$ cat src/rtl/serial_alu.sv
`timescale 1ns/1ps
// serial_alu
// Bit-serial ALU: operands are consumed LSB first, one bit per clock, through
// a single 1-bit ALU slice. An accepted operation takes WIDTH RUN cycles and
// then raises done for one cycle, with the result and flags loaded together.
//
// Ports:
//   clk        - sole clock, rising edge
//   reset      - asynchronous, active-high reset
//   start      - request to begin an operation (ignored while busy)
//   op_select  - 000 pass B, 010 add, 011 sub A-B, 100 AND, 101 OR, 110 XOR
//   A, B       - operands, sampled on the accepting edge
//   busy       - high during RUN
//   done       - one-cycle pulse when result/flags are valid
//   result     - operation result, held until the next completion
//   negative, zero, overflow, carry_out - status flags of result
module serial_alu #(
  parameter int WIDTH = 64
) (
  input  logic             clk,
  input  logic             reset,
  input  logic             start,
  input  logic [2:0]       op_select,
  input  logic [WIDTH-1:0] A,
  input  logic [WIDTH-1:0] B,
  output logic             busy,
  output logic             done,
  output logic [WIDTH-1:0] result,
  output logic             negative,
  output logic             zero,
  output logic             overflow,
  output logic             carry_out
);

  localparam int CW = $clog2(WIDTH);
  localparam logic [CW-1:0] LAST = CW'(WIDTH - 1);

  localparam logic [2:0] OP_PASS = 3'b000;
  localparam logic [2:0] OP_ADD  = 3'b010;
  localparam logic [2:0] OP_SUB  = 3'b011;
  localparam logic [2:0] OP_AND  = 3'b100;
  localparam logic [2:0] OP_OR   = 3'b101;
  localparam logic [2:0] OP_XOR  = 3'b110;

  typedef enum logic [1:0] {IDLE, RUN, DONE} state_t;

  state_t           state, next_state;
  logic [WIDTH-1:0] a_sr, b_sr, res_sr;
  logic [WIDTH-1:0] final_res;
  logic [2:0]       op_reg;
  logic             carry;
  logic [CW-1:0]    count;
  logic             accept, last_bit, is_arith;
  logic             b_eff, alu_bit, carry_next;

  // A new operation can be taken from IDLE or straight out of DONE.
  assign accept   = start && (state == IDLE || state == DONE);
  assign last_bit = (state == RUN) && (count == LAST);
  assign is_arith = (op_reg == OP_ADD) || (op_reg == OP_SUB);

  // The final bit is shifted in on the same edge that loads result, so the
  // completed word is assembled here rather than read back from res_sr.
  assign final_res = {alu_bit, res_sr[WIDTH-1:1]};

  // One-bit ALU slice; subtract is A + ~B with the carry preset to 1.
  always_comb begin
    b_eff      = (op_reg == OP_SUB) ? ~b_sr[0] : b_sr[0];
    carry_next = (a_sr[0] & b_eff) | (a_sr[0] & carry) | (b_eff & carry);
    alu_bit    = 1'b0;
    case (op_reg)
      OP_PASS: alu_bit = b_sr[0];
      OP_ADD,
      OP_SUB:  alu_bit = a_sr[0] ^ b_eff ^ carry;
      OP_AND:  alu_bit = a_sr[0] & b_sr[0];
      OP_OR:   alu_bit = a_sr[0] | b_sr[0];
      OP_XOR:  alu_bit = a_sr[0] ^ b_sr[0];
      default: alu_bit = 1'b0;
    endcase
  end

  // State register.
  always_ff @(posedge clk or posedge reset) begin
    if (reset) state <= IDLE;
    else       state <= next_state;
  end

  // Next-state logic.
  always_comb begin
    next_state = state;
    case (state)
      IDLE:    next_state = start ? RUN : IDLE;
      RUN:     next_state = last_bit ? DONE : RUN;
      DONE:    next_state = start ? RUN : IDLE;
      default: next_state = IDLE;
    endcase
  end

  // Status outputs decoded from state.
  always_comb begin
    busy = (state == RUN);
    done = (state == DONE);
  end

  // Operand shift registers, carry flop, bit counter, and the result/flag
  // registers that only change when the last bit is computed.
  always_ff @(posedge clk or posedge reset) begin
    if (reset) begin
      a_sr      <= '0;
      b_sr      <= '0;
      res_sr    <= '0;
      op_reg    <= '0;
      carry     <= 1'b0;
      count     <= '0;
      result    <= '0;
      negative  <= 1'b0;
      zero      <= 1'b0;
      overflow  <= 1'b0;
      carry_out <= 1'b0;
    end else if (accept) begin
      a_sr   <= A;
      b_sr   <= B;
      op_reg <= op_select;
      carry  <= (op_select == OP_SUB);
      count  <= '0;
    end else if (state == RUN) begin
      a_sr   <= a_sr >> 1;
      b_sr   <= b_sr >> 1;
      res_sr <= final_res;
      carry  <= carry_next;
      count  <= count + CW'(1);
      if (last_bit) begin
        result    <= final_res;
        negative  <= alu_bit;
        zero      <= (final_res == '0);
        carry_out <= is_arith & carry_next;
        // carry is still the carry into the MSB at this point
        overflow  <= is_arith & (carry ^ carry_next);
      end
    end
  end

endmodule

$ cat config.mk
export PLATFORM = sky130hd
export DESIGN_NAME = serial_alu
export DESIGN_NICKNAME = d
export VERILOG_FILES = /design/src/rtl/serial_alu.sv
export SDC_FILE = /design/constraint.sdc
export NUM_CORES = 1
export LEC_CHECK = 0
export ABC_AREA = 1
export CORE_MARGIN = 3
export CORE_UTILIZATION = 25
export CTS_CLUSTER_DIAMETER = 120
export DETAILED_ROUTE_END_ITERATION = 10
export PLACE_DENSITY_LB_ADDON = 0.2
export SYNTH_ARGS = -nofsm -noshare
export SYNTH_HDL_FRONTEND = slang
export SYNTH_SLANG_ARGS = --single-unit
$ cat constraint.sdc
create_clock -name clk -period 10.5 [get_ports clk]
set_input_delay 2.1 -clock clk [delete_from_list [all_inputs] [get_ports clk]]
set_output_delay 2.1 -clock clk [all_outputs]
set_load 0.01 [all_outputs]
==> out/results.txt <==
# fillers -> 4488
Fin Clk Skew -> 0.0140 ns
Footprint of the multi-input gates -> 3320 um^2
Cell Pwr Density -> 161 nW/um^2
Syn. warnings -> 0
Synth Cell Area -> 11200 um^2
Clk root buf -> clkbuf_16
Top Registers -> a_sr (64), b_sr (64), result (64)
WP data arrival -> 2.41 ns
First-pass detailed-route iteration total -> 4
Most common cell after layout, fill and taps aside -> dfrtp_1
Row count -> 76
Fin nets -> 1500
DR vias/cell -> 4.40
Routed wl met3 -> 2600 um
Setup WS post-layout -> 5.99 ns
Count of final max-slew check failures -> 0
Critical Path Stages -> 3
Worst Path Required -> 8.40 ns
Die Wd -> 218 um
DR top layer -> met5
WL final -> 29000 um
Largest net degree at the start of global routing -> 150
Mapped Nets -> 1332
Initial antenna violation count -> 7
Die area -> 47400 um^2
Final HPWL from detailed placement -> 18500 um
Setup TNS Final -> 0 ns
Unrepaired setup endpoints after global routing -> no
R2R Path Start -> state[0]
Core Footprint -> 43600 um^2
Pleak -> 6.41 nW
Final antenna-violating net count -> 0
Latest clock arrival within the worst-skew pair -> 0.53 ns
Crit. Startpoint -> state[0]
Via count -> 8670
Final min period -> 4.51 ns
CP cell instances -> nand2_4 > inv_2 > clkdlybuf4s50_1
Setup CP Type -> register to output port
CP Buf/Inv Count -> 2
Cts bufs inserted -> 34
Reg clk slew, reported paths -> 0.06 ns
Most frequent cells in the layout -> dfrtp_1 (270), nand2_1 (232), inv_1 (203), clkdlybuf4s50_1 (203), o21ai_0 (77)
Yosys cell types -> 26
Worst Setup Start Kind -> register
Total Routing Usage GR -> 0.124
Met2 wire length -> 12500 um
Worst min path class -> register to register
Post-synthesis sequential area ratio -> 0.603
Final cycle utilization of the critical path -> 0.430
Register Area -> 6760 um^2
Crit path to -> busy
Gpl congestion -> 0.748
H-Tree Level Count -> 2
Crit path max-delay cell type -> clkdlybuf4s50_1
PostCTS Resize Cnt -> 0
Mapped Cells -> 1194
DRT iter0 DRCs -> 548
Crit-path max cell delay -> 0.59 ns
Share of layout cells above drive strength 1 -> 0.0491
Longest Clk Path Bufs -> 3
CTS tree -> yes
CP delay by family, top -> buffers and inverters
Max cap viols -> 0
Port-buffer cells -> 203
Peak VDD IR -> 84.7 uV
GRT overflow -> 0
DRC violations left -> 0
Capture point of the worst reg-to-reg path -> count[1]
R2r setup slk -> 7.49 ns
Number of synthesized register bits -> 270
Fmax -> 0.222 GHz
Tightest Pin Transition -> 1.08 ns
P&R area growth vs syn -> 32.2%
Final setup vio count -> 0
Met1 WL -> 13200 um
Setup bufs post-CTS -> 0
IO Count -> 204
Max FO, Critical Path -> 81
Die H -> 218 um
Status -> finished, final reports clean
Global-route wire length before repair -> 47800 um
Slew HR -> 0.282
Starting Density -> 0.257
Routed length per instance -> 14.7 um
R2R depth -> 5
Number of global-route vias before repair -> 8976
Hold Fails Final Rpt -> 0
Post-place setup slack -> 5.59 ns
Worst Setup End Kind -> output port
CTS Hold Bufs -> 0
Syn Area/Cell -> 9.38 um^2
Clock sink total -> 270
-- synth_stat cells --
cell type,count,area (um^2)
inv_1,204,766
a21oi_1,5,25.0
o21ai_1,63,315
nand3_1,10,50.1
buf_2,41,205
nand2_2,2,12.5
o21a_1,1,7.51
inv_2,3,11.3
nand2_1,233,875
buf_1,6,22.5
ha_1,3,37.5
nor2_4,1,11.3
xor2_1,2,17.5
o221ai_1,63,552
nor2_1,50,188
a22o_1,1,8.76
buf_4,4,30.0
a31oi_1,62,388
fa_1,1,20.0
nand4_1,1,6.26
dfrtp_1,270,6760
buf_6,1,11.3
o21ai_0,77,385
clkbuf_1,26,97.6
nor2_2,2,12.5
o22ai_1,62,388
-- worst min-delay path by stage --
stage          slack [ns]          to  startpoint  cells past startpoint
6_report             0.49  result[44]  result[44]                      2
5_1_grt              0.51  result[19]  result[19]                      2
4_1_cts              0.49  result[33]  result[33]                      2
3_5_place_dp         0.48  result[44]  result[44]                      2
3_3_place_gp         0.47   carry_out   carry_out                      2
2_1_floorplan        0.47    count[0]    count[0]                      1
-- power by group --
part	switching [mW]	internal (mW)	total (mW)
clock network	0.450	0.715	1.16
registers	0.0216	1.07	1.09
logic	0.0613	0.0626	0.124
-- tightest hold or removal path, delay by kind of cell, from the launching register on --
family | cells | cell delay (ns)
DFF | 1 | 0.34
and+or+nand+nor | 1 | 0.05
AOI/OAI and AO/OA | 1 | 0.06
-- final cells by class --
cell class	count	share of cell area
clock buffers	47	0.0648
clock inverters	11	0.0106
flip-flops and latches	270	0.456
diodes	1	0.000169
repair buffers	210	0.142
inverters	207	0.0532
multi-input cells	639	0.224
well taps	585	0.0494
-- cells by family after synthesis --
family          synth area share
flops                      0.603
xor+xnor                 0.00156
fa+ha+maj                0.00514
buf+inv                    0.102
compound gates             0.185
simple gates               0.103
-- stage by stage --
step	hold slack, ns	utilization	cells	total power [mW]	instance area (um^2)
3_5_place_dp	0.478	0.314	1911	1.24	13700
4_1_cts	0.493	0.339	1969	2.44	14800
6_report	0.485	0.339	1970	2.38	14800
2_1_floorplan	0.471	-	1194	1.16	11200
5_1_grt	0.514	0.339	1969	2.50	14800
3_3_place_gp	0.471	0.314	1911	1.24	13700
-- metal layers --
metal / GRT usage / vias up
li1: - / 4304
met1: 0.164 / 4103
met2: 0.187 / 196
met3: 0.0510 / 55
met4: 0.0394 / 12
met5: 0 / -
No activity file was read; power rests on OpenSTA's default activity.
